File: config.mk
export PLATFORM = sky130hd
export DESIGN_NAME = adder_mul_sequencer
export DESIGN_NICKNAME = d
export VERILOG_FILES = /design/src/rtl/adder_mul_sequencer.sv
export SDC_FILE = /design/constraint.sdc
export NUM_CORES = 1
export LEC_CHECK = 0
export CORE_ASPECT_RATIO = 1.1
export CORE_MARGIN = 5
export CORE_UTILIZATION = 33
export CTS_BUF_LIST = sky130_fd_sc_hd__clkbuf_8
export CTS_CLUSTER_DIAMETER = 30
export DETAILED_ROUTE_END_ITERATION = 12
export GPL_TIMING_DRIVEN = 0
export PLACE_DENSITY_LB_ADDON = 0.2
export SLEW_MARGIN = 20
export SYNTH_ARGS = -nofsm -noshare
export SYNTH_HDL_FRONTEND = slang
export SYNTH_SLANG_ARGS = --single-unit
File: constraint.sdc
create_clock -name clk -period 17.4 [get_ports clk]
set_clock_uncertainty 0.15 [all_clocks]
set_input_delay 3.48 -clock clk [delete_from_list [all_inputs] [get_ports clk]]
set_output_delay 3.48 -clock clk [all_outputs]
set_load 0.02 [all_outputs]
File: src/rtl/adder_mul_sequencer.sv
// Shift-add unsigned multiplier controller that borrows the shared external adder:
// one conditional add per cycle over BITS cycles, then a one-cycle done pulse.
module adder_mul_sequencer #(
  parameter int BITS = 32
) (
  input  logic            clk,
  input  logic            clr,
  input  logic            start,
  input  logic [BITS-1:0] multiplicand,
  input  logic [BITS-1:0] multiplier,
  output logic [BITS-1:0] add_a,
  output logic [BITS-1:0] add_b,
  input  logic [BITS:0]   add_sum,
  output logic            busy,
  output logic            done,
  output logic [BITS-1:0] product_hi,
  output logic [BITS-1:0] product_lo
);

  localparam int CNT_W = (BITS > 1) ? $clog2(BITS) : 1;
  localparam logic [CNT_W-1:0] LAST_CNT = CNT_W'(BITS - 1);

  typedef enum logic [1:0] {
    IDLE,
    ITER,
    DONE
  } state_t;

  state_t            state;
  logic [BITS-1:0]   mc;
  logic [BITS-1:0]   hi;
  logic [BITS-1:0]   lo;
  logic [CNT_W-1:0]  cnt;

  // The adder's carry-out lands in hi[BITS-1] and its LSB becomes the next product
  // bit shifted into lo, so no bit of the partial product is ever lost.
  logic [BITS-1:0] hi_next;
  logic [BITS-1:0] lo_next;

  assign hi_next = add_sum[BITS:1];
  assign lo_next = {add_sum[0], lo[BITS-1:1]};

  assign product_hi = hi;
  assign product_lo = lo;

  // NOTE: every register here, outputs included, is assigned with <= so all of them
  // see pre-edge values; add_a/add_b are precomputed one edge early so they only
  // change on clock edges and present HI / (LO[0] ? MC : 0) during each iteration.
  always_ff @(posedge clk or posedge clr) begin
    if (clr) begin
      state <= IDLE;
      mc    <= '0;
      hi    <= '0;
      lo    <= '0;
      cnt   <= '0;
      busy  <= 1'b0;
      done  <= 1'b0;
      add_a <= '0;
      add_b <= '0;
    end else begin
      case (state)
        IDLE: begin
          if (start) begin
            mc    <= multiplicand;
            hi    <= '0;
            lo    <= multiplier;
            cnt   <= '0;
            state <= ITER;
            busy  <= 1'b1;
            add_a <= '0;
            add_b <= multiplier[0] ? multiplicand : '0;
          end
        end

        ITER: begin
          hi  <= hi_next;
          lo  <= lo_next;
          cnt <= cnt + CNT_W'(1);
          if (cnt == LAST_CNT) begin
            state <= DONE;
            busy  <= 1'b0;
            done  <= 1'b1;
            add_a <= '0;
            add_b <= '0;
          end else begin
            add_a <= hi_next;
            add_b <= lo_next[0] ? mc : '0;
          end
        end

        DONE: begin
          done  <= 1'b0;
          state <= IDLE;
        end

        default: begin
          state <= IDLE;
          busy  <= 1'b0;
          done  <= 1'b0;
          add_a <= '0;
          add_b <= '0;
        end
      endcase
    end
  end

endmodule

# == Yosys cells after proc, flatten, opt, wreduce, memory -nomap -nowiden ==
# Cells that the tools add are included.
# classes
mux,21
addsub,1
n_mul,0
bitwise,2
n_eq_ne,5
n_reduce_logical,8
div_mod_pow,0
n_lt_le_gt_ge,0
n_shift,0
# ops
operator,n
2-to-1 mux 32 bit,7
case mux 32 bit (3 select lines),2
case mux 32 bit (2 select lines),2
case mux 5 bit (2 select lines),1
AND reduction 2 bit,5
adder 5 x 1 -> 5 bit (second input constant),1
equality test 5 bit (second input constant),1
2-to-1 mux 5 bit,1
2-to-1 mux 2 bit,2
inequality test 2 bit (second input constant),2
case mux 2 bit (2 select lines),1
2-to-1 mux 1 bit,3
case mux 1 bit (3 select lines),1
AND reduction 3 bit,1
equality test 2 x 1 -> 1 bit (second input constant),1
equality test 2 bit (second input constant),1
zero test 2 bit,1
NOT 1 bit,2
case mux 1 bit (2 select lines),1
nonzero test 2 bit,1
# word_totals
rom_bits,0
input_bits,100
mem_count,0
reg_bits,169
elab_cells,46
ram_bits,0
output_inout_bits,130
latch_bits,0

# == Longest topological paths before layout ==
# logic_depth
ltp_word,3
depth_mapped,8

# == Worst setup path before layout ==
# Ideal clock, no wire load.
# synth_path
path_type,input-to-reg
from,in start
to,reg mc[10]
slack_ps,12745
setup_time_ps,125
stages,3
t_arrival_ps,4380
cell_sequence,nor3b_4 -> buf_6 -> mux2_2
# synth_via
elab_chain_len,1
# synth_lines
element,line,text
"start, declared",8,"input logic start,"
AND reduction 2 bit (no source line),n/a,
"end signal, assigned",64,mc <= multiplicand;
"end, declared",30,logic [BITS-1:0] mc;
# No other way between the ends.
# A chain may end at the register's enable or synchronous reset.

# == Worst setup path after layout ==
# layout_path
from,"reg lo[1], in the netlist product_lo[1]"
to,out product_lo[1]
# layout_lines
element,line,text
"start, declared",32,logic [BITS-1:0] lo;
"start signal, assigned",66,lo <= multiplier;
"start signal, assigned",77,lo <= lo_next;
"end, declared",17,output logic [BITS-1:0] product_lo
# No word-level cell between the ends.

==> impl_metrics.csv <==
group,metric,value,unit
status,outcome,"complete, no violations",
hold_path,hold_depth,1,
routing,drtIter0Drc,223,
cts,clockRootBuffer,"clkbuf_8",
cts,cts_hold_buf,0,
timing,holdWs,0.331,ns
final_layout,final_core_util,48.0,%
floorplan,die_area,23600,sq um
timing,fmax,195,MHz
final_layout,seqCellArea,4230,sq um
worst_setup_path,max_stage_delay,0.66,ns
timing,period_share,29.5,%
routing,ant_nets,0,
global_route,antenna_found_initial,0,
logic_synthesis,synth-seq-area-share,62.3,%
worst_setup_path,cp.arrival,1.50,ns
worst_setup_path,start_kind,"flip-flop",
cts,numCtsBuffers,17,
worst_setup_path,critical_path_peak_fanout,4,
routing,viasPerCell,5.07,
floorplan,num_io_pins,230,
power_and_ir_drop,fin_total_pwr,1780,uW
final_layout,multi_input_area,2260,sq um
cts,cts.clk_slew.worst_paths,0.08,ns
worst_setup_path,cpLargestDelayFamily,"buffers and inverters",
routing,wire_per_inst,19.3,microns
worst_setup_path,crit_chain,"clkdlybuf4s50_1",
floorplan,rows,55,
timing,totalNegativeSetupSlack,0,ns
final_layout,layout_common_cells,"clkdlybuf4s50_1, dfrtp_1, a22o_1",
placed_design,dp_worst_setup_slack,11.90,ns
worst_setup_path,rrSetupSlack,15.04,ns
timing,rsz0062_at_grt,"false",
run,cap_viol_max_count,0,
timing,maxSlewHeadroom,50.4,%
timing,tightest_slew,0.745,ns
power_and_ir_drop,leakagePower,0.00445,uW
cts,cts_resized,0,
worst_setup_path,r2r-end,"add_a[29]",
worst_setup_path,required,13.77,ns
cts,clkSinkCount,169,
routing,wirelength,19.6,mm
placed_design,routabilityCongestion,0.792,
final_layout,antenna_cells,0,
logic_synthesis,syn_inst,500,
cts,clockBufferDepth,2,
final_layout,fin_nets,851,
timing,drv_slew,0,
floorplan,die_y,160,microns
timing,min_period,5.13,ns
logic_synthesis,synth-seq-cells,169,
logic_synthesis,yosysTopAreaCellShare,62.3,%
final_layout,area_delta_synth_final,44.4,%
logic_synthesis,synth_top_family_by_area,"compound AO/OA/AOI/OAI gates",
timing,setup_ws,12.27,ns
logic_synthesis,synth_area,6790,sq um
floorplan,die_x,147,microns
logic_synthesis,yosysTopAreaCell,"dfrtp_1",
cts,cts_tree,"done",
final_layout,fillers,1864,
logic_synthesis,synth_edf_count,0,
hold_path,min-delay-start,"cnt[3]",
worst_setup_path,worst_path_max_delay_cell,"clkdlybuf4s50_1",
cts,cts_setup_buffers,0,
placed_design,io_buffers,229,
global_route,grt_remaining_overflow,0,
floorplan,core_area,20400,sq um
final_layout,drive_gt1_share,12.8,%
placed_design,dpl.hpwl,14.1,mm
hold_path,hp-class,"flip-flop to flip-flop",
logic_synthesis,synthAdderAreaFrac,0.368,%
logic_synthesis,synthArstFlopShare,100,%
power_and_ir_drop,p_per_area,182,nW/um^2
power_and_ir_drop,ir_drop,88.1,uV
final_layout,final_common_cell,"clkdlybuf4s50_1",
routing,vias,5149,
cts,clock_latency,0.44,ns
logic_synthesis,synth_compound_area_share,16.3,%
cts,cts_htree_levels,4,
logic_synthesis,synth-simple-area-share,6.26,%
worst_setup_path,reg2reg_from,"cnt[0]",
logic_synthesis,synth.area.mux_share,10.3,%
floorplan,start_util,33.2,%
timing,setup_viol,0,
logic_synthesis,yosys_warnings,0,
timing,finalHoldViolations,0,
global_route,grtUsageTotal,17.0,%
global_route,grt_pass1_wl,32.0,mm
worst_setup_path,end_kind,"output port",
worst_setup_path,r2r_cells,6,
logic_synthesis,synth_cell_type_count,27,
worst_setup_path,worst-path-buf-inv,1,
worst_setup_path,critical_path_class,"flip-flop to output port",
hold_path,hold_end,"cnt[3]",
global_route,grt_start_max_net_pins,87,
routing,route.detailed.drc,0,
logic_synthesis,syn-mean-instance-area,13.6,sq um
logic_synthesis,syn-num-nets,602,
logic_synthesis,ys_top_cells_by_area,"dfrtp_1, a22o_1, mux2_2",
logic_synthesis,ys.flop_type,"dfrtp_1",
routing,drtPass1Iterations,4,
logic_synthesis,synth_xor_area_share,0,%
global_route,grt_pass1_vias,5750,
## cell families (layout without fill, tap and decap cells)
| family | after synthesis | after routing |
|---|---|---|
| simple gates | 78 | 78 |
| flops | 169 | 169 |
| compound gates | 139 | 139 |
| fa+ha+maj | 2 | 2 |
| buf+inv | 46 | 305 |
| mux | 66 | 66 |
## registers in the layout, summed over array words and instances, names as in the netlist
register,flops
add_a,32
add_b,32
mc,32
product_hi,32
product_lo,32
cnt,5
state,2
busy,1
done,1
## metal layers
metal	vias to the layer above	wire, microns	track usage [%]	share of wire (%)
met3	11	1710	7.08	8.7
met5	-	0	0	0
met1	2610	8640	21.7	44
met4	0	179	4.02	0.91
li1	2356	-	-	-
met2	172	9050	26.9	46
## area by class of cell
type,instances,area share (%)
Inverter,2,0.153
Clock inverter,9,0.957
Tap cell,256,3.27
Buffer,44,3.06
Clock buffer,20,2.81
Timing Repair Buffer,230,23.6
Sequential cell,169,43.1
Multi-Input combinational cell,285,23.0
## how the worst max path moves through the flow
stage,to,depth (start not counted),from
final,product_lo[1],1,product_lo[1]
after global routing,product_lo[4],5,start
after CTS,product_lo[1],1,product_lo[1]
after detailed placement,product_lo[3],5,start
after global placement,add_a[21],2,clr
after floorplan,add_a[0],1,clr
## synth_stat cells (2+ instances only)
library cell and instances:
ha_1 2, buf_4 3, a221o_1 31, mux2_2 32, o21ai_0 36, mux2i_1 34
dfrtp_1 169, buf_6 14, clkbuf_1 12, buf_2 15, nand2_1 35, nor2_1 2
inv_1 2, and3_1 32, a21oi_1 3, nor2b_1 2, a22o_1 66
## power breakdown
part | total, uW | switching, uW | internal (uW)
logic | 851 | 427 | 424
clock network | 266 | 143 | 124
registers | 664 | 104 | 560
## metrics by stage
stage	cells	area (sq um)
finish	1015	9810
CTS	1015	9810
global route	1015	9810
global placement	985	9410
floorplan	500	6790
detailed placement	986	9440
Power figures use the tool's default switching activity.
